==> config.mk <==
export PLATFORM = sky130hd
export DESIGN_NAME = breg_param
export DESIGN_NICKNAME = d
export VERILOG_FILES = /design/src/rtl/breg_pkg.sv /design/src/rtl/breg_clr_fsm.sv /design/src/rtl/breg_param.sv
export SDC_FILE = /design/constraint.sdc
export NUM_CORES = 1
export LEC_CHECK = 0
export CORE_MARGIN = 5
export CORE_UTILIZATION = 39
export DETAILED_ROUTE_END_ITERATION = 10
export GPL_TIMING_DRIVEN = 0
export SLEW_MARGIN = 20
export SYNTH_ARGS = -nofsm -noshare
export SYNTH_HDL_FRONTEND = slang
export SYNTH_SLANG_ARGS = --single-unit
==> constraint.sdc <==
create_clock -name clk -period 1.71 [get_ports clk]
set_input_delay 0.342 -clock clk [delete_from_list [all_inputs] [get_ports clk]]
set_output_delay 0.342 -clock clk [all_outputs]
set_load 0.03 [all_outputs]
==> src/rtl/breg_pkg.sv <==
`default_nettype none
// ============================================================================
//  Module      : breg_pkg
//  Description : Shared types and helpers for the breg_param register file.
//                Holds the clear-engine state encoding and the address-width
//                helper used by the top and the clear FSM.
//  Revision    : 1.0 - initial release
// ============================================================================
package breg_pkg;

    // Clear-engine states; 1-bit encoding, idle is the reset value.
    typedef enum logic [0:0] {
        CLR_IDLE  = 1'b0,
        CLR_SWEEP = 1'b1
    } clr_state_t;

    // Address width for a given depth. The result is never below 1, so a
    // 2-entry file still gets a real address bit.
    function automatic int addr_w(input int depth);
        return (depth <= 2) ? 1 : $clog2(depth);
    endfunction

endpackage : breg_pkg
`default_nettype wire

==> src/rtl/breg_clr_fsm.sv <==
`default_nettype none
// ============================================================================
//  Module      : breg_clr_fsm
//  Description : Sequential clear engine. On i_start while idle it walks a
//                pointer from 0 to DEPTH-1, requesting one entry clear per
//                cycle, then drops back to idle.
//  Ports       : clk, rst (async, active-high)
//                i_start    - sweep request, sampled only while idle
//                o_busy     - sweep in progress
//                o_clr_en   - clear o_clr_addr on this rising edge
//                o_clr_addr - entry being cleared this cycle
//  Revision    : 1.0 - initial release
// ============================================================================
module breg_clr_fsm
    import breg_pkg::*;
#(
    parameter int DEPTH  = 4,
    parameter int ADDR_W = addr_w(DEPTH)
) (
    input  logic              clk,
    input  logic              rst,
    input  logic              i_start,
    output logic              o_busy,
    output logic              o_clr_en,
    output logic [ADDR_W-1:0] o_clr_addr
);

    localparam logic [ADDR_W-1:0] c_last = ADDR_W'(DEPTH - 1);

    clr_state_t        r_state;
    logic [ADDR_W-1:0] r_ptr;

    always_ff @(posedge clk or posedge rst) begin
        if (rst) begin
            r_state <= CLR_IDLE;
            r_ptr   <= '0;
        end else begin
            case (r_state)
                CLR_IDLE: begin
                    if (i_start) begin
                        r_state <= CLR_SWEEP;
                        r_ptr   <= '0;
                    end
                end
                CLR_SWEEP: begin
                    // Pointer wraps to 0 naturally as the last entry clears.
                    r_ptr <= r_ptr + ADDR_W'(1);
                    if (r_ptr == c_last) begin
                        r_state <= CLR_IDLE;
                    end
                end
                default: begin
                    r_state <= CLR_IDLE;
                    r_ptr   <= '0;
                end
            endcase
        end
    end

    // Decoded straight from the state flop so reset drops busy immediately.
    assign o_busy     = (r_state == CLR_SWEEP);
    assign o_clr_en   = (r_state == CLR_SWEEP);
    assign o_clr_addr = r_ptr;

endmodule : breg_clr_fsm
`default_nettype wire

==> src/rtl/breg_param.sv <==
`default_nettype none
// ============================================================================
//  Module      : breg_param
//  Description : Parametrised 2-read / 2-write register file with port-1
//                write priority, optional write-to-read bypass, optional
//                hardwired-zero entry 0 and a sequential sweep clear.
//  Ports       : clk, rst (async, active-high)
//                wr0_en/addr/data, wr1_en/addr/data - write ports
//                rd0_addr/data, rd1_addr/data       - combinational reads
//                clr_start  - start a sweep clear (idle only)
//                clr_busy   - sweep running, writes dropped
//                wr_conflict- one-cycle pulse after a same-entry collision
//  Revision    : 1.0 - initial release
// ============================================================================
module breg_param
    import breg_pkg::*;
#(
    parameter int DATA_W   = 8,
    parameter int DEPTH    = 4,
    parameter bit ZERO_REG = 1'b0,
    parameter bit BYPASS   = 1'b1,
    localparam int ADDR_W  = addr_w(DEPTH)
) (
    input  logic              clk,
    input  logic              rst,
    input  logic              wr0_en,
    input  logic [ADDR_W-1:0] wr0_addr,
    input  logic [DATA_W-1:0] wr0_data,
    input  logic              wr1_en,
    input  logic [ADDR_W-1:0] wr1_addr,
    input  logic [DATA_W-1:0] wr1_data,
    input  logic [ADDR_W-1:0] rd0_addr,
    output logic [DATA_W-1:0] rd0_data,
    input  logic [ADDR_W-1:0] rd1_addr,
    output logic [DATA_W-1:0] rd1_data,
    input  logic              clr_start,
    output logic              clr_busy,
    output logic              wr_conflict
);

    logic [DATA_W-1:0] r_mem [DEPTH];
    logic              r_wr_conflict;

    logic              w_busy;
    logic              w_clr_en;
    logic [ADDR_W-1:0] w_clr_addr;
    logic              w_wr0_ok;
    logic              w_wr1_ok;

    breg_clr_fsm #(
        .DEPTH  (DEPTH),
        .ADDR_W (ADDR_W)
    ) u_clr_fsm (
        .clk        (clk),
        .rst        (rst),
        .i_start    (clr_start),
        .o_busy     (w_busy),
        .o_clr_en   (w_clr_en),
        .o_clr_addr (w_clr_addr)
    );

    // A write is "accepted" only when it will really land in the array.
    // Excluding the zero entry here keeps it out of bypass and of the
    // conflict flag in one place.
    assign w_wr0_ok = wr0_en && !w_busy && !(ZERO_REG && (wr0_addr == '0));
    assign w_wr1_ok = wr1_en && !w_busy && !(ZERO_REG && (wr1_addr == '0));

    always_ff @(posedge clk or posedge rst) begin
        if (rst) begin
            for (int i = 0; i < DEPTH; i++) begin
                r_mem[i] <= '0;
            end
            r_wr_conflict <= 1'b0;
        end else begin
            if (w_clr_en) begin
                r_mem[w_clr_addr] <= '0;
            end
            // Port 1 is written last so it wins a same-address collision.
            if (w_wr0_ok) begin
                r_mem[wr0_addr] <= wr0_data;
            end
            if (w_wr1_ok) begin
                r_mem[wr1_addr] <= wr1_data;
            end
            r_wr_conflict <= w_wr0_ok && w_wr1_ok && (wr0_addr == wr1_addr);
        end
    end

    always_comb begin
        rd0_data = r_mem[rd0_addr];
        rd1_data = r_mem[rd1_addr];
        if (BYPASS) begin
            // Port 1 checked last to give it bypass priority.
            if (w_wr0_ok && (wr0_addr == rd0_addr)) rd0_data = wr0_data;
            if (w_wr1_ok && (wr1_addr == rd0_addr)) rd0_data = wr1_data;
            if (w_wr0_ok && (wr0_addr == rd1_addr)) rd1_data = wr0_data;
            if (w_wr1_ok && (wr1_addr == rd1_addr)) rd1_data = wr1_data;
        end
        if (ZERO_REG && (rd0_addr == '0)) rd0_data = '0;
        if (ZERO_REG && (rd1_addr == '0)) rd1_data = '0;
    end

    assign clr_busy    = w_busy;
    assign wr_conflict = r_wr_conflict;

endmodule : breg_param
`default_nettype wire

==> run metrics <==
DRT antenna net count=0; RSZ-0062 raised after global routing=yes; # nets final=between 400 and 500; NetSw=roughly 2.7 mW; Syn Inst Count=322; Hold Fails Final Rpt=0; main combinational cell family by area after synthesis=multiplexers; register area share after synthesis=a little under 30%; via count=approximately 2,800; CP max stage delay=0.41 ns; Layout area overhead=54.3%; fillers=616; failing checks=setup timing; num rows=32; H-tree levels=2; DR WL/cell=21.2 um; total CTS buffers=5; Sw Share=roughly two fifths; CP most frequent cell=buf_6; fin crit period=about 2.2 ns; 1st-pass router iterations=4; Die ar.=between 0.009 and 0.01 mm^2; initial antenna violation count=0; setup total negative slack=-9.37 ns; maximum vdd drop=~0.00054 V; root buffer cell=clkbuf_8; Die Ht=a little under 100 um; max-cap viol count=0; Worst EP arrival=about 1.9 ns; Clk pwr share=a little over an eighth; gp weighted congestion=0.819; clk sink count=36; outcome=complete, but fails checks; final setup violating endpoints=24; worst r2r path cells=7; relative slew slack=a little under three fifths; # hold bufs at CTS=0; Slowest-stage cell, CP=dfrtp_2; P_int=about 3.7 mW; #FFs+latches synth=36; Core Area=about 0.008 mm^2; Post-Synth XOR/XNOR Area=3.94%; Worst setup SP type=flop; Slew @ Worst Pin=~0.65 ns; commonest non-fill, non-tap cell in the layout=dfrtp_1; most frequent cells in the layout=35 x dfrtp_1, 33 x mux2i_1, 32 x a21boi_0; Total GRT Usage=21.6%; post-synthesis adder-cell area fraction=~1.6%; residual DRC count=0; P_leak=just under 2 nW; Final Cycle Share=128%; Clk pin slew, worst setup/hold paths=about 0.08 ns; Congestion Overflow GR=0; latest clock arrival within the worst-skew pair=between 0.2 and 0.3 ns; share of layout cells above drive strength 1=38.3%; syn_nets=approximately 360; Hold Crit Class=in -> async; WL final=between 10 and 15 mm; Syn Std Cell Area=approximately 0.0031 mm^2; reg-to-reg slack, setup=-0.29 ns; number of port buffers=42; io pins=47; initial core utilization=40.1%; DIE WIDTH=just under 100 um; crit-path cells=buf_6, nand2b_4, or3_4, buf_12, a31oi_4, buf_6; antenna cells=0; Worst Setup SP=u_clr_fsm.o_busy; Yosys warnings=0; global-route wire length before repair=approximately 17 mm; Max Fclk=456 MHz; vias in the first global route=slightly above 3,000; CP required=around 1.4 ns; mux share of post-synthesis cell area=approximately 22%; Worst Skew=roughly 0.0052 ns; Reg power frac=24.3%; Top delay family on crit path=simple AND/OR/NAND/NOR gates; Synth Area in Simple Gates=between 10% and 20%; FF+latch area=about 900 um^2; CP endpoint kind=output port; final slew viol count=0; PwrDens=roughly 1300 mW/mm^2; CP bufs+invs=3; worst reg2reg path startpoint=u_clr_fsm.o_busy; Placement Setup Slack=-1.42 ns; hold slack=between 0.3 and 0.4 ns; area of the multi-input gates=0.00278 mm^2; Longest Clk Path Bufs=2; Logic pwr share=between 60% and 70%; Avg Inst Size Synth=a little under 10 um^2; RR Endpoint=r_mem[27]; Setup CP Type=reg -> out; HPWL Detailed=about 7.7 mm; DR iter-0 viols=~140; CP Max Fanout=8; largest net degree at the start of global routing=26; DR vias/cell=approximately 5.8; CTS tree=done; compound-gate portion of the synthesized area=20.6%; worst setup slack after layout=-0.484 ns; Netlist cell types=33
power by group through the flow:
stage          combinational [mW]  clock, mW  sequential, mW
6_report                     3.96      0.837            1.54
5_1_grt                      4.23      0.883            1.59
4_1_cts                      3.86      0.852            1.53
3_5_place_dp                 3.36          0            1.54
3_3_place_gp                 3.31          0            1.52
2_1_floorplan                2.43          0            1.43
cells by family after synthesis:
family,after synthesis
buffers and inverters,33
xor gates and xnor gates,14
adders and majority gates,4
DFF,36
muxes,49
AOI/OAI and AO/OA,98
and+or+nand+nor,88
how the worst max path moves through the flow:
stage | to | cells past startpoint
final | rd1_data[6] | 6
after global routing | rd1_data[6] | 6
after CTS | rd1_data[6] | 6
after detailed placement | rd0_data[7] | 6
after global placement | rd0_data[4] | 6
after floorplan | rd0_data[1] | 6
stage by stage:
stage	instance area [um^2]	utilization, %	power, mW	cells
6_report	4800	61.9	6.34	488
5_1_grt	4800	61.9	6.70	488
4_1_cts	4740	61.1	6.24	488
3_5_place_dp	3940	50.8	4.91	467
3_3_place_gp	3920	50.5	4.83	466
2_1_floorplan	3380	-	3.86	322
per-layer routing:
layer	wire, um	vias to the layer above	part of all wire, %	GRT usage (%)
met2	5320	73	51	37.4
met3	425	15	4.1	3.23
li1	-	1353	-	-
met1	4390	1405	42	27.9
met4	204	0	2.0	6.51
met5	0	-	0	0
what timing repair did:
action / in CTS / in global routing
endpoints found under the setup margin: 32 / 45
resized for setup: 198 / 27
cloned: 0 / 0
setup buffers: 15 / 1
pin swaps: 4 / 0
registers in the layout, summed over array words and instances (netlist names):
name / flops
r_mem: 32
u_clr_fsm.o_clr_addr: 2
u_clr_fsm.o_busy: 1
wr_conflict: 1
cell type report:
cell class	count	area share [%]
flip-flops and latches	36	18.8
multi-input cells	253	57.9
plain buffers	26	5.03
repair buffers	59	12.7
clock inverters	1	0.625
well taps	102	2.66
inverters	4	0.312
clock buffers	7	2.01
synth_stat cells, drive strengths merged:
| library cell | count | area (um^2) |
|---|---|---|
| nor2 | 8 | 30.0 |
| nand4bb | 2 | 22.5 |
| o21ai | 24 | 120 |
| nor4b | 1 | 15.0 |
| nand4b | 2 | 17.5 |
| nand2 | 26 | 97.6 |
| nor3 | 2 | 10.0 |
| mux4 | 16 | 360 |
| a21oi | 8 | 40.0 |
| and4bb | 2 | 25.0 |
| nand3 | 16 | 80.1 |
| dfrtp | 36 | 901 |
| o31ai | 17 | 128 |
| xnor2 | 5 | 43.8 |
| inv | 4 | 15.0 |
| a21boi | 32 | 240 |
| nor4 | 16 | 100 |
| xor2 | 9 | 78.8 |
| a21o | 1 | 7.51 |
| or3 | 2 | 12.5 |
| ha | 4 | 50.1 |
| or4b | 1 | 13.8 |
| clkbuf | 10 | 37.5 |
| a31oi | 16 | 106 |
| mux2i | 33 | 330 |
| and3b | 8 | 70.1 |
| buf | 19 | 140 |
| nand2b | 2 | 20.0 |
Power figures use the tool's default switching activity.
==> edit (same settings) <==
The parameter `ZERO_REG` goes from 1'b0 to 1'b1.
--- a/src/rtl/breg_param.sv
+++ b/src/rtl/breg_param.sv
@@ -17,7 +17,7 @@
 #(
     parameter int DATA_W   = 8,
     parameter int DEPTH    = 4,
-    parameter bit ZERO_REG = 1'b0,
+    parameter bit ZERO_REG = 1'b1,
     parameter bit BYPASS   = 1'b1,
     localparam int ADDR_W  = addr_w(DEPTH)
 ) (
Check against the original RTL: not equivalent (a bounded check fails within 4 cycles, from zero or initial values and one cycle with rst high).
==> edit against the unedited design <==
- the run still ends with negative setup slack left
- setup slack got worse by 60 ps
- area after synthesis decreased by 12%
- fmax decreased by 2.7%
- design area decreased by 12%
- sequential cell count unchanged
- die area decreased by 11%
- power decreased by 26%
- wire length decreased by 4.2%
- critical path type unchanged
- largest cell class unchanged
==> edit: results (changes against the unedited design) <==
- Run status: finished, violations left (unchanged)
- Failing checks: negative setup slack (unchanged)
- Total track usage: 0.237 (was 0.216)
- Async SR Flop Fraction: 1.00 (unchanged)
- Routability cong.: 0.900 (was 0.819)
- Layout cells sized above 1: 0.437 (was 0.383)
- Ys flop type: dfrtp_1 (unchanged)
- Fin Setup TNS: -8190 ps (was -9370 ps)
- Clk_skew: 14.0 ps (was 5.23 ps)
- Clock latency on the worst-skew pair: 300 ps
- H-tree levels: 2 (unchanged)
- Distinct cells, synth: 34 (was 33)
- Max IR drop VDD: 555 uV (was 538 uV)
- First-pass iteration count of the detailed router: 4 (unchanged)
- Syn Area/Cell: 10.0 um2 (was 9.67 um2)
- Worst slew margin: 0.711 (was 0.567)
- CTS clk-pin slew, worst paths: 90 ps
- First-pass GRT wire length: 15600 um (was 16800 um)
- Wire length per cell: 22.3 um (was 21.2 um)
- Reg2reg end: r_mem[7] (was r_mem[27])
- Net Count, Synth: 307 (was 355)
- CP delay by family, top: flip-flops (was simple AND/OR/NAND/NOR gates)
- R2R depth: 6 (was 7)
- Max FFs per register: 32 (unchanged)
- Net switching power: 0.00195 W (was 0.00265 W)
- Vias: 2604 (was 2846)
- DRT iter0 DRCs: 268 (was 135)
- Post-synth top cells: dfrtp_1, nand2_1, and2_1 (was dfrtp_1, mux2i_1, a21boi_0)
- Worst EP arrival: 1910 ps (was 1850 ps)
- Filler Cell Count: 556 (was 616)
- HP Class: input pin to asynchronous set/reset pin (unchanged)
- Sequential share of the synthesized area: 0.328 (was 0.289)
- Clock root buffer: clkbuf_8 (unchanged)
- Dpl cell area: 3440 um2 (was 3940 um2)
- Warning count from the yosys run: 0 (unchanged)
- TritonCTS Buffers: 5 (unchanged)
- Crit. Startpoint: u_clr_fsm.o_busy (unchanged)
- Final HPWL DP: 6160 um (was 7650 um)
- Port bufs: 42 (unchanged)
- Leak: 1.63 nW (was 1.95 nW)
- Slowest stage delay, CP: 440 ps (was 410 ps)
- Clock buffer depth: 2 (unchanged)
- Final setup fails: 16 (was 24)
- Final Worst Setup Slack: -544 ps (was -484 ps)
- Crit-path slowest cell: dfrtp_2 (unchanged)
- Max FO, Critical Path: 8 (unchanged)
- Top cells by area, synth: dfrtp_1, mux4_2, mux2i_1 (unchanged)
- Largest Register: r_mem (unchanged)
- Worst Setup EP: rd0_data[5] (was rd1_data[6])
- Vias in the first global route: 2703 (was 3049)
- Setup slack, reg-to-reg: 130 ps (was -290 ps)
- Largest net degree at the start of global routing: 27 (was 26)
- Layout Nets: 380 (was 418)
- Initial antenna violation count: 0 (unchanged)
- Antenna cells: 0 (unchanged)
## edit: changes by cell type after synthesis, sizes merged, moves of 9 or more
cell	change
a21boi	-32
xor2	-9
mux2i	-16
a31oi	+9
nor4	-16
and2	+26
## edit: stage by stage
stage	utilization	instances	worst slack, ps	total power (W)	hold WS [ps]
after global placement	0.501	412	-1550	0.00346	495
after floorplan	-	274	-231	0.00278	428
after detailed placement	0.504	413	-1590	0.00350	498
final	0.616	444	-544	0.00467	293
after CTS	0.607	439	-531	0.00462	296
after global routing	0.616	444	-585	0.00492	313
## edit: how the worst min path moves through the flow
stage               startpoint                       to  slack, ps  cells past startpoint
detailed placement   r_mem[25]                r_mem[25]        500                      1
global route               rst                r_mem[30]        310                      2
CTS                        rst                r_mem[30]        300                      2
global placement     r_mem[25]                r_mem[25]        490                      1
floorplan            clr_start  u_clr_fsm.o_clr_addr[1]        430                      1
finish                     rst                r_mem[11]        290                      2
## edit: logic make-up after synthesis
group | after synthesis | synth area share
adder cells (fa/ha/maj) | 4 | 0.0182
buffers and inverters | 25 | 0.0456
XOR/XNOR | 5 | 0.0160
multiplexers | 33 | 0.193
flip-flops | 36 | 0.328
AO/OA/AOI/OAI | 79 | 0.218
AND/OR/NAND/NOR | 92 | 0.180
## edit: final cells by class
class / count / area, um2 / area share
buffer: 18 / 166 / 0.0395
clock buffer: 6 / 82.6 / 0.0196
clock inverter: 2 / 13.8 / 0.00327
inverter: 4 / 15.0 / 0.00357
multi-input combinational: 213 / 2200 / 0.522
sequential: 36 / 902 / 0.214
tap: 96 / 120 / 0.0285
timing repair buffer: 69 / 714 / 0.170
## edit: power groups by stage
stage | clock network (W) | logic, W | registers, W
2_1_floorplan | 0 | 0.00146 | 0.00133
3_3_place_gp | 0 | 0.00209 | 0.00137
3_5_place_dp | 0 | 0.00212 | 0.00138
4_1_cts | 0.000686 | 0.00257 | 0.00136
5_1_grt | 0.000714 | 0.00280 | 0.00141
6_report | 0.000678 | 0.00261 | 0.00138
## edit: repair_timing
action,4_1_cts,5_1_grt
pin swaps,4,6
gates resized for setup,195,17
setup buffers,20,6
endpoints found under the setup margin,42,39
## edit: per-layer routing
| layer | up-vias | GRT usage | part of all wire |
|---|---|---|---|
| met2 | 122 | 0.378 | 0.48 |
| met1 | 1286 | 0.321 | 0.40 |
| met4 | 0 | 0.0782 | 0.020 |
| met3 | 20 | 0.0497 | 0.098 |
| li1 | 1176 | - | - |
| met5 | - | 0 | 0 |
